### config.mk
export PLATFORM = sky130hd
export DESIGN_NAME = rv32i_inst_encoder
export DESIGN_NICKNAME = d
export VERILOG_FILES = /design/src/rtl/rv32i_inst_encoder.sv
export SDC_FILE = /design/constraint.sdc
export NUM_CORES = 1
export LEC_CHECK = 0
export CAP_MARGIN = 10
export CORE_MARGIN = 3
export CORE_UTILIZATION = 55
export CTS_BUF_LIST = sky130_fd_sc_hd__clkbuf_4
export CTS_CLUSTER_DIAMETER = 120
export DETAILED_ROUTE_END_ITERATION = 7
export PLACE_DENSITY = 0.83
export SETUP_SLACK_MARGIN = 0.2
export SKIP_CTS_REPAIR_TIMING = 1
export SYNTH_ARGS = -nofsm -noshare
export SYNTH_HDL_FRONTEND = slang
export SYNTH_SLANG_ARGS = --single-unit
### constraint.sdc
create_clock -name clk -period 5.3 [get_ports clk]
set_input_delay 1.06 -clock clk [delete_from_list [all_inputs] [get_ports clk]]
set_output_delay 1.06 -clock clk [all_outputs]
set_load 0.02 [all_outputs]
### src/rtl/rv32i_inst_encoder.sv
// rv32i_inst_encoder
//   Packs symbolic RV32I operations into 32-bit instruction words and streams
//   them into instruction memory through a small FIFO.
//
//   Ports
//     clk, rst_n            clock (rising edge), asynchronous active-low reset
//     start, start_addr     flush FIFO, reload write address, clear count/error
//     in_valid/in_ready     op request handshake
//     in_op                 op selector (NOP, LW, SW, ALU, shifts, branches, jumps, LUI, AUIPC)
//     in_rd/in_rs1/in_rs2   register fields, ignored where the format has none
//     in_imm                byte immediate; full value for LUI/AUIPC
//     imem_wen/imem_ready   memory write handshake
//     imem_addr/imem_wdata  word address and instruction word (stable while stalled)
//     wr_count              words written since reset/start, wraps
//     err_imm               sticky illegal-immediate flag
//     idle                  FIFO empty, nothing to write
module rv32i_inst_encoder #(
  parameter int unsigned ADDR_W    = 10,
  parameter int unsigned BASE_ADDR = 0,
  parameter int unsigned DEPTH     = 4
) (
  input  logic              clk,
  input  logic              rst_n,
  input  logic              start,
  input  logic [ADDR_W-1:0] start_addr,
  input  logic              in_valid,
  output logic              in_ready,
  input  logic [4:0]        in_op,
  input  logic [4:0]        in_rd,
  input  logic [4:0]        in_rs1,
  input  logic [4:0]        in_rs2,
  input  logic [31:0]       in_imm,
  output logic              imem_wen,
  input  logic              imem_ready,
  output logic [ADDR_W-1:0] imem_addr,
  output logic [31:0]       imem_wdata,
  output logic [ADDR_W:0]   wr_count,
  output logic              err_imm,
  output logic              idle
);

  localparam int unsigned PTR_W  = $clog2(DEPTH);
  localparam int unsigned LVL_W  = PTR_W + 1;
  localparam int unsigned CNT_W  = ADDR_W + 1;

  localparam logic [ADDR_W-1:0] BASE      = ADDR_W'(BASE_ADDR);
  localparam logic [ADDR_W-1:0] ADDR_ONE  = ADDR_W'(1);
  localparam logic [CNT_W-1:0]  CNT_ONE   = CNT_W'(1);
  localparam logic [LVL_W-1:0]  PTR_ONE   = LVL_W'(1);
  localparam logic [LVL_W-1:0]  LVL_FULL  = LVL_W'(DEPTH);

  typedef enum logic [4:0] {
    OP_NOP   = 5'd0,  OP_LW    = 5'd1,  OP_SW    = 5'd2,  OP_ADD   = 5'd3,
    OP_ADDI  = 5'd4,  OP_SUB   = 5'd5,  OP_AND   = 5'd6,  OP_OR    = 5'd7,
    OP_XOR   = 5'd8,  OP_ANDI  = 5'd9,  OP_ORI   = 5'd10, OP_XORI  = 5'd11,
    OP_SLL   = 5'd12, OP_SRL   = 5'd13, OP_SRA   = 5'd14, OP_SLLI  = 5'd15,
    OP_SRLI  = 5'd16, OP_SRAI  = 5'd17, OP_SLT   = 5'd18, OP_SLTU  = 5'd19,
    OP_SLTI  = 5'd20, OP_SLTIU = 5'd21, OP_BEQ   = 5'd22, OP_BNE   = 5'd23,
    OP_BLT   = 5'd24, OP_BGE   = 5'd25, OP_BLTU  = 5'd26, OP_BGEU  = 5'd27,
    OP_JAL   = 5'd28, OP_JALR  = 5'd29, OP_LUI   = 5'd30, OP_AUIPC = 5'd31
  } op_e;

  typedef enum logic [2:0] {
    FMT_NOP, FMT_R, FMT_I, FMT_SH, FMT_S, FMT_B, FMT_U, FMT_J
  } fmt_e;

  localparam logic [6:0] OPC_LOAD   = 7'b0000011;
  localparam logic [6:0] OPC_STORE  = 7'b0100011;
  localparam logic [6:0] OPC_OP     = 7'b0110011;
  localparam logic [6:0] OPC_OPIMM  = 7'b0010011;
  localparam logic [6:0] OPC_BRANCH = 7'b1100011;
  localparam logic [6:0] OPC_JAL    = 7'b1101111;
  localparam logic [6:0] OPC_JALR   = 7'b1100111;
  localparam logic [6:0] OPC_LUI    = 7'b0110111;
  localparam logic [6:0] OPC_AUIPC  = 7'b0010111;
  localparam logic [6:0] F7_ALT     = 7'b0100000;

  // ---------------------------------------------------------------------------
  // Op decode: format, opcode, funct3, funct7
  // ---------------------------------------------------------------------------
  op_e        op;
  fmt_e       fmt;
  logic [6:0] opc;
  logic [2:0] f3;
  logic [6:0] f7;

  assign op = op_e'(in_op);

  always_comb begin
    fmt = FMT_NOP;
    opc = OPC_OPIMM;
    f3  = 3'b000;
    f7  = 7'b0000000;
    unique case (op)
      OP_NOP:   fmt = FMT_NOP;
      OP_LW:    begin fmt = FMT_I;  opc = OPC_LOAD;  f3 = 3'b010; end
      OP_SW:    begin fmt = FMT_S;  opc = OPC_STORE; f3 = 3'b010; end
      OP_ADD:   begin fmt = FMT_R;  opc = OPC_OP;    f3 = 3'b000; end
      OP_SUB:   begin fmt = FMT_R;  opc = OPC_OP;    f3 = 3'b000; f7 = F7_ALT; end
      OP_SLL:   begin fmt = FMT_R;  opc = OPC_OP;    f3 = 3'b001; end
      OP_SLT:   begin fmt = FMT_R;  opc = OPC_OP;    f3 = 3'b010; end
      OP_SLTU:  begin fmt = FMT_R;  opc = OPC_OP;    f3 = 3'b011; end
      OP_XOR:   begin fmt = FMT_R;  opc = OPC_OP;    f3 = 3'b100; end
      OP_SRL:   begin fmt = FMT_R;  opc = OPC_OP;    f3 = 3'b101; end
      OP_SRA:   begin fmt = FMT_R;  opc = OPC_OP;    f3 = 3'b101; f7 = F7_ALT; end
      OP_OR:    begin fmt = FMT_R;  opc = OPC_OP;    f3 = 3'b110; end
      OP_AND:   begin fmt = FMT_R;  opc = OPC_OP;    f3 = 3'b111; end
      OP_ADDI:  begin fmt = FMT_I;  opc = OPC_OPIMM; f3 = 3'b000; end
      OP_SLTI:  begin fmt = FMT_I;  opc = OPC_OPIMM; f3 = 3'b010; end
      OP_SLTIU: begin fmt = FMT_I;  opc = OPC_OPIMM; f3 = 3'b011; end
      OP_XORI:  begin fmt = FMT_I;  opc = OPC_OPIMM; f3 = 3'b100; end
      OP_ORI:   begin fmt = FMT_I;  opc = OPC_OPIMM; f3 = 3'b110; end
      OP_ANDI:  begin fmt = FMT_I;  opc = OPC_OPIMM; f3 = 3'b111; end
      OP_SLLI:  begin fmt = FMT_SH; opc = OPC_OPIMM; f3 = 3'b001; end
      OP_SRLI:  begin fmt = FMT_SH; opc = OPC_OPIMM; f3 = 3'b101; end
      OP_SRAI:  begin fmt = FMT_SH; opc = OPC_OPIMM; f3 = 3'b101; f7 = F7_ALT; end
      OP_BEQ:   begin fmt = FMT_B;  opc = OPC_BRANCH; f3 = 3'b000; end
      OP_BNE:   begin fmt = FMT_B;  opc = OPC_BRANCH; f3 = 3'b001; end
      OP_BLT:   begin fmt = FMT_B;  opc = OPC_BRANCH; f3 = 3'b100; end
      OP_BGE:   begin fmt = FMT_B;  opc = OPC_BRANCH; f3 = 3'b101; end
      OP_BLTU:  begin fmt = FMT_B;  opc = OPC_BRANCH; f3 = 3'b110; end
      OP_BGEU:  begin fmt = FMT_B;  opc = OPC_BRANCH; f3 = 3'b111; end
      OP_JAL:   begin fmt = FMT_J;  opc = OPC_JAL; end
      OP_JALR:  begin fmt = FMT_I;  opc = OPC_JALR;  f3 = 3'b000; end
      OP_LUI:   begin fmt = FMT_U;  opc = OPC_LUI; end
      OP_AUIPC: begin fmt = FMT_U;  opc = OPC_AUIPC; end
      default:  fmt = FMT_NOP;
    endcase
  end

  // ---------------------------------------------------------------------------
  // Immediate range checks. A signed range of 2^k values is legal exactly when
  // every bit from k-1 upward matches (pure sign extension).
  // ---------------------------------------------------------------------------
  logic imm_i_ok, imm_sh_ok, imm_b_ok, imm_j_ok, imm_u_ok;

  assign imm_i_ok  = (&in_imm[31:11]) | ~(|in_imm[31:11]);
  assign imm_sh_ok = ~(|in_imm[31:5]);
  assign imm_b_ok  = ((&in_imm[31:12]) | ~(|in_imm[31:12])) & ~in_imm[0];
  assign imm_j_ok  = ((&in_imm[31:20]) | ~(|in_imm[31:20])) & ~in_imm[0];
  assign imm_u_ok  = ~(|in_imm[11:0]);

  // ---------------------------------------------------------------------------
  // Word packing
  // ---------------------------------------------------------------------------
  logic [31:0] word;
  logic        legal;

  always_comb begin
    word  = 32'h0000_0013;
    legal = 1'b1;
    unique case (fmt)
      FMT_NOP: begin
        word  = 32'h0000_0013;
        legal = 1'b1;
      end
      FMT_R: begin
        word  = {f7, in_rs2, in_rs1, f3, in_rd, opc};
        legal = 1'b1;
      end
      FMT_I: begin
        word  = {in_imm[11:0], in_rs1, f3, in_rd, opc};
        legal = imm_i_ok;
      end
      FMT_SH: begin
        word  = {f7, in_imm[4:0], in_rs1, f3, in_rd, opc};
        legal = imm_sh_ok;
      end
      FMT_S: begin
        word  = {in_imm[11:5], in_rs2, in_rs1, f3, in_imm[4:0], opc};
        legal = imm_i_ok;
      end
      FMT_B: begin
        word  = {in_imm[12], in_imm[10:5], in_rs2, in_rs1, f3,
                 in_imm[4:1], in_imm[11], opc};
        legal = imm_b_ok;
      end
      FMT_U: begin
        word  = {in_imm[31:12], in_rd, opc};
        legal = imm_u_ok;
      end
      FMT_J: begin
        word  = {in_imm[20], in_imm[10:1], in_imm[11], in_imm[19:12], in_rd, opc};
        legal = imm_j_ok;
      end
      default: begin
        word  = 32'h0000_0013;
        legal = 1'b1;
      end
    endcase
  end

  // ---------------------------------------------------------------------------
  // FIFO and write port
  // ---------------------------------------------------------------------------
  logic [31:0]       mem_q [DEPTH];
  logic [LVL_W-1:0]  wr_ptr_q, wr_ptr_d;
  logic [LVL_W-1:0]  rd_ptr_q, rd_ptr_d;
  logic [ADDR_W-1:0] addr_q, addr_d;
  logic [CNT_W-1:0]  cnt_q, cnt_d;
  logic              err_q, err_d;

  logic [LVL_W-1:0]  level;
  logic              empty, full;
  logic              accept, push, pop;

  assign level  = wr_ptr_q - rd_ptr_q;
  assign empty  = (wr_ptr_q == rd_ptr_q);
  assign full   = (level == LVL_FULL);

  // in_ready depends only on registered level, so a pop this cycle cannot
  // make room for a push in the same cycle.
  assign in_ready = ~full & ~start;
  assign accept   = in_valid & in_ready;
  assign push     = accept & legal;
  assign pop      = ~empty & imem_ready;

  always_comb begin
    wr_ptr_d = wr_ptr_q;
    rd_ptr_d = rd_ptr_q;
    addr_d   = addr_q;
    cnt_d    = cnt_q;
    err_d    = err_q;
    if (start) begin
      // A same-cycle memory handshake still happens on the bus, but the
      // restart values override its address/count update.
      wr_ptr_d = '0;
      rd_ptr_d = '0;
      addr_d   = start_addr;
      cnt_d    = '0;
      err_d    = 1'b0;
    end else begin
      if (push) begin
        wr_ptr_d = wr_ptr_q + PTR_ONE;
      end
      if (pop) begin
        rd_ptr_d = rd_ptr_q + PTR_ONE;
        addr_d   = addr_q + ADDR_ONE;
        cnt_d    = cnt_q + CNT_ONE;
      end
      if (accept && !legal) begin
        err_d = 1'b1;
      end
    end
  end

  always_ff @(posedge clk or negedge rst_n) begin
    if (!rst_n) begin
      wr_ptr_q <= '0;
      rd_ptr_q <= '0;
      addr_q   <= BASE;
      cnt_q    <= '0;
      err_q    <= 1'b0;
    end else begin
      wr_ptr_q <= wr_ptr_d;
      rd_ptr_q <= rd_ptr_d;
      addr_q   <= addr_d;
      cnt_q    <= cnt_d;
      err_q    <= err_d;
    end
  end

  // Storage needs no reset: entries are only observed between push and pop.
  always_ff @(posedge clk) begin
    if (push) begin
      mem_q[wr_ptr_q[PTR_W-1:0]] <= word;
    end
  end

  assign imem_wen   = ~empty;
  assign imem_addr  = addr_q;
  assign imem_wdata = empty ? '0 : mem_q[rd_ptr_q[PTR_W-1:0]];
  assign wr_count   = cnt_q;
  assign err_imm    = err_q;
  assign idle       = empty;

endmodule

* Word level (Yosys, flattened, before mapping)
Memory sizes are Yosys's and may differ from the RTL's.
Cells that the tools add are included.
** Word-level totals
- Input port bits :: 67
- Memories kept :: 1
- Bits in writable memories :: 128
- Word-level logic and storage cells :: 118
- Register bits after elaboration :: 28
** Cells by class
- Reductions and logical operators :: 30
- Add/subtract/negate cells :: 5
- Mux-type cells :: 19
- Eq/ne operators :: 40
- Bitwise logic cells :: 18
** Memory list
- mem_q :: depth 4, width 32, read ports 1, clocked after memory_dff 0, write ports 1, line 196 : logic [31:0] mem_q [DEPTH];
** Operators with widths (number)
- $pmux W32 S8 :: 1
- $eq A5 B5 Y1 const B :: 16
- $pmux W7 S8 :: 1
- $eq A5 B4 Y1 const B :: 8
- $mux W32 :: 1
- $reduce_or A27 Y1 :: 1
- $pmux W3 S8 :: 1
- $reduce_or A12 Y1 :: 2
- $mux W11 :: 2
- $pmux W3 S7 :: 1
- $reduce_and A21 Y1 :: 1
- $reduce_or A21 Y1 :: 1
- $eq A5 B3 Y1 const B :: 4
- $mux W10 :: 2
- $reduce_and A20 Y1 :: 1
- $reduce_or A20 Y1 :: 1
- $reduce_or A3 Y1 :: 6
- $eq A3 B3 Y1 const B :: 5
- $mux W3 :: 4
- $reduce_and A12 Y1 :: 1
- $add A11 B1 Y11 const B :: 1
- $add A10 B1 Y10 const B :: 1
- $eq A5 B2 Y1 const B :: 2
- $reduce_or A10 Y1 :: 1
- 22 further kinds :: 47

* Longest topological paths before layout
- Word-level depth :: 10
- Depth in mapped cells :: 9

* Worst setup path before layout
Ideal clock, no wire load.
- Path kind :: input port to flip-flop
- Start point :: input port in_imm[12]
- End point :: memory mem_q[3][10] (enable)
- Stages :: 6
- Slack :: 0.658 ns
- Setup time :: 0.455 ns
- Arrival :: 4.187 ns
- Cells stage by stage :: or4_4 nor2_4 nand3_2 a31oi_4 nor4_2 nor3_1
** Between the ends
- Word-level cells in the longest chain between the ends :: 8
** Ends and longest elaborated chain
- start: declaration :: line 32 : input logic [31:0] in_imm,
- $reduce_or A20 Y1 :: line 139 : assign imm_b_ok = ((&in_imm[31:12]) | ~(|in_imm[31:12])) & ~in_imm[0];
- $not A1 Y1 :: line 139
- $or A1 B1 Y1 :: line 139
- $and A1 B1 Y1 :: line 139
- $pmux W1 S6 (*) :: line 152 : unique case (fmt)
- $and A1 B1 Y1 (*) :: line 215 : assign push = accept & legal;
- $mux W1 (*) :: line 265 : if (push) begin
- $mux W1 (not written as such) (*) :: line 266 : mem_q[wr_ptr_q[PTR_W-1:0]] <= word;
- end: declaration :: line 196
Mark *: on every way between the ends. The rest lies on a longest branch, timed or not.

* Final worst setup path
- Start point :: register wr_ptr_q[0]
- End point :: output port imem_wdata[14]
** Between the ends
- Word-level cells in the longest chain between the ends :: 2
** Ends and longest elaborated chain
- start: declaration :: line 197 : logic [LVL_W-1:0] wr_ptr_q, wr_ptr_d;
- start signal: assignment :: line 255 : wr_ptr_q <= wr_ptr_d;
- $eq A3 B3 Y1 :: line 208 : assign empty = (wr_ptr_q == rd_ptr_q);
- $mux W32 :: line 272 : assign imem_wdata = empty ? '0 : mem_q[rd_ptr_q[PTR_W-1:0]];
- end: declaration :: line 36 : output logic [31:0] imem_wdata,
No other way between the ends.

==> run metrics <==
run status=finished clean; io pins=124; clock buffers created by TritonCTS=17; Max Clock Skew=0.0207 ns; ys flop type=edfxtp_1; dpl hpwl=12300 um; worst-skew pair later-pin latency=0.53 ns; IO Port Bufs=123; Final Max Tran Viols=0; Yosys reg bits=148; Area after DPL=8610 um2; CP Cell Sequence=inv_1 -> ha_1 -> nand3_1 -> buf_4 -> and2_1 -> clkdlybuf4s50_1; WP buf/inv=3; normalized max-slew margin=0.490; overall die width=120 um; reg-to-reg slack, setup=2.31 ns; Max Clk Rate=237 MHz; power density over the cells=319 nW/um2; WS Path Type=register to output pin; Post-Route WL=17000 um; Critical Path AT=3.17 ns; Tot GR Track Use=0.244; # setup viols final=0; Crit-path slowest cell=clkdlybuf4s50_1; CP peak stage delay=0.62 ns; Worst setup EP type=output pin; number of iterations in the first detailed-routing pass=6; vias in the first global route=4928; Initial Util=0.564; Longest Clk Path Bufs=2; fin crit share=0.798; Layout area overhead=24.6%; Synth area leader=edfxtp_1; VDD IR max=0.134 mV; Top Family by Delay on Critical Path=buffers and inverters; Seq/Total Area, Yosys=0.602; Net Count, Synth=601; Syn Inst Count=525; minimum clock period=4.23 ns; largest net degree at the start of global routing=39; gpl congestion=0.856; via count of the routed design=5002; Syn Area/Cell=13.6 um2; Commonest cells post-synth=edfxtp_1 (120), nor2_1 (40), and2_1 (35); clk root buf=clkbuf_4; CP Max Fanout=20; RSZ-0062 raised after global routing=no; count leader, synth=edfxtp_1; initial antenna violation count=1; DR vias/cell=5.94; Detailed Route Iter0 Violations=434; share of cells above drive strength 1=0.145; Worst Tran Pin Value=0.763 ns; DRT antenna net count=0; H-tree Lvls=4; per-cell routed wire length=20.2 um; core footprint=12700 um2; CP required=4.24 ns; CTS tree=done; synthesized cell area=7150 um2; die area=14400 um2; Core Rows=41; grt total ovfl=0; DRC Markers=0; YS warnings=0; Synth area leaders=edfxtp_1 (50%), dfrtp_1 (9.8%), mux4_2 (9.5%); HP Class=register to register; top cell type's share of synthesized area=0.504; P_leak=3.10 nW; type of origin of the critical path=register; clock sinks=148; accumulated negative setup slack=0 ns; Hold Vio Cnt, Final=0; first-pass GRT wire length=26500 um; Fillers=905; Post-synth ARST share=0.189; die height=120 um; post-synth cell types=65; Design Area, Final=8900 um2; Final #Nets=732; Post-synth EDFFs=120; max_cap viols=0; Clk pin slew, worst setup/hold paths=0.13 ns
-- where the power goes --
part           internal, mW  switching [mW]  total (mW)
sequential             1.30          0.0252        1.33
combinational         0.393           0.432       0.825
clock                 0.256           0.431       0.687
total                  1.95           0.887        2.84
-- placed cells by master (no fill, tap or decap), drive strengths merged, types with 2 or more instances in the layout --
cell / instances
a21boi: 2
a21oi: 17
a22o: 6
a22oi: 6
a31oi: 7
a32oi: 2
and2: 36
and3: 2
and4: 2
buf: 17
clkbuf: 17
clkdlybuf4s50: 123
clkinv: 2
dfrtp: 28
edfxtp: 120
ha: 9
inv: 29
mux2: 2
mux2i: 12
mux4: 30
nand2: 27
nand2b: 3
nand3: 14
nand3b: 2
nand4: 12
nor2: 42
nor2b: 6
nor3: 9
nor4: 5
o211a: 2
o21ai: 31
o221ai: 2
o31ai: 2
or3: 3
or4: 3
xnor2: 8
xor2: 13
-- path summary, 6_finish.rpt --
kind / from / to / cells past startpoint
min in group asynchronous: rst_n / imem_addr[2]$_DFFE_PN0P_ / 2
hold reg to reg: err_imm$_DFFE_PN0P_ / err_imm$_DFFE_PN0P_ / 1
hold / removal: err_imm$_DFFE_PN0P_ / err_imm$_DFFE_PN0P_ / 1
max in group asynchronous: rst_n / rd_ptr_q[0]$_DFFE_PN0P_ / 2
setup reg to reg: wr_ptr_q[0]$_DFFE_PN0P_ / mem_q[2][14]$_DFFE_PP_ / 9
setup / recovery: wr_ptr_q[0]$_DFFE_PN0P_ / imem_wdata[14] / 6
-- metal layers --
layer / routed length, um / GRT usage / vias up / share of wire
li1: - / - / 2284 / -
met2: 8470 / 0.396 / 258 / 0.50
met4: 246 / 0.0730 / 0 / 0.014
met3: 1410 / 0.0608 / 18 / 0.083
met1: 6870 / 0.330 / 2442 / 0.40
met5: 0 / 0 / - / 0
-- metrics by stage --
stage / cells / setup WS, ns / hold slack, ns / utilization / power [mW]
floorplan: 525 / 0.658 / 0.503 / - / 1.82
global placement: 809 / 0.975 / 0.530 / 0.680 / 2.17
detailed placement: 809 / 0.839 / 0.545 / 0.680 / 2.19
global route: 842 / 0.868 / 0.590 / 0.702 / 2.97
finish: 842 / 1.07 / 0.564 / 0.702 / 2.84
CTS: 841 / 0.979 / 0.575 / 0.702 / 2.87
-- cells by family (layout without fill, tap and decap cells) --
family	Yosys count	count (layout)	synth area share
AOI/OAI and AO/OA	90	90	0.0869
xor gates and xnor gates	21	21	0.0257
adders and majority gates	9	9	0.0158
buffers and inverters	46	190	0.0271
DFF	148	148	0.602
muxes	44	44	0.115
other	0	1	0
and+or+nand+nor	167	167	0.127
-- registers in the layout, indices dropped and copies added, names as in the netlist --
name and flops:
rd_ptr_q 3, imem_addr 10, wr_ptr_q 3, mem_q 120
err_imm 1, wr_count 11
-- worst register-to-register path, stage by stage, from the launching register on --
cell	delay, ns
dfrtp_1	0.45
inv_1	0.13
ha_1	0.21
nor2b_1	0.14
xnor2_1	0.12
a31oi_1	0.30
nand2_1	0.26
nor2_2	0.27
and2_1	0.55
buf_12	0.25
-- layout make-up --
class                   instances  area (um2)  share of cell area
diodes                          1        2.50            0.000281
clock buffers                  17         128              0.0143
clock inverters                15         159              0.0179
inverters                      18        67.6             0.00759
multi-input cells             331        2650               0.298
flip-flops and latches        148        4310               0.484
well taps                     172         215              0.0242
repair buffers                140        1370               0.154
Note: power is estimated with default switching activity, not from simulation.
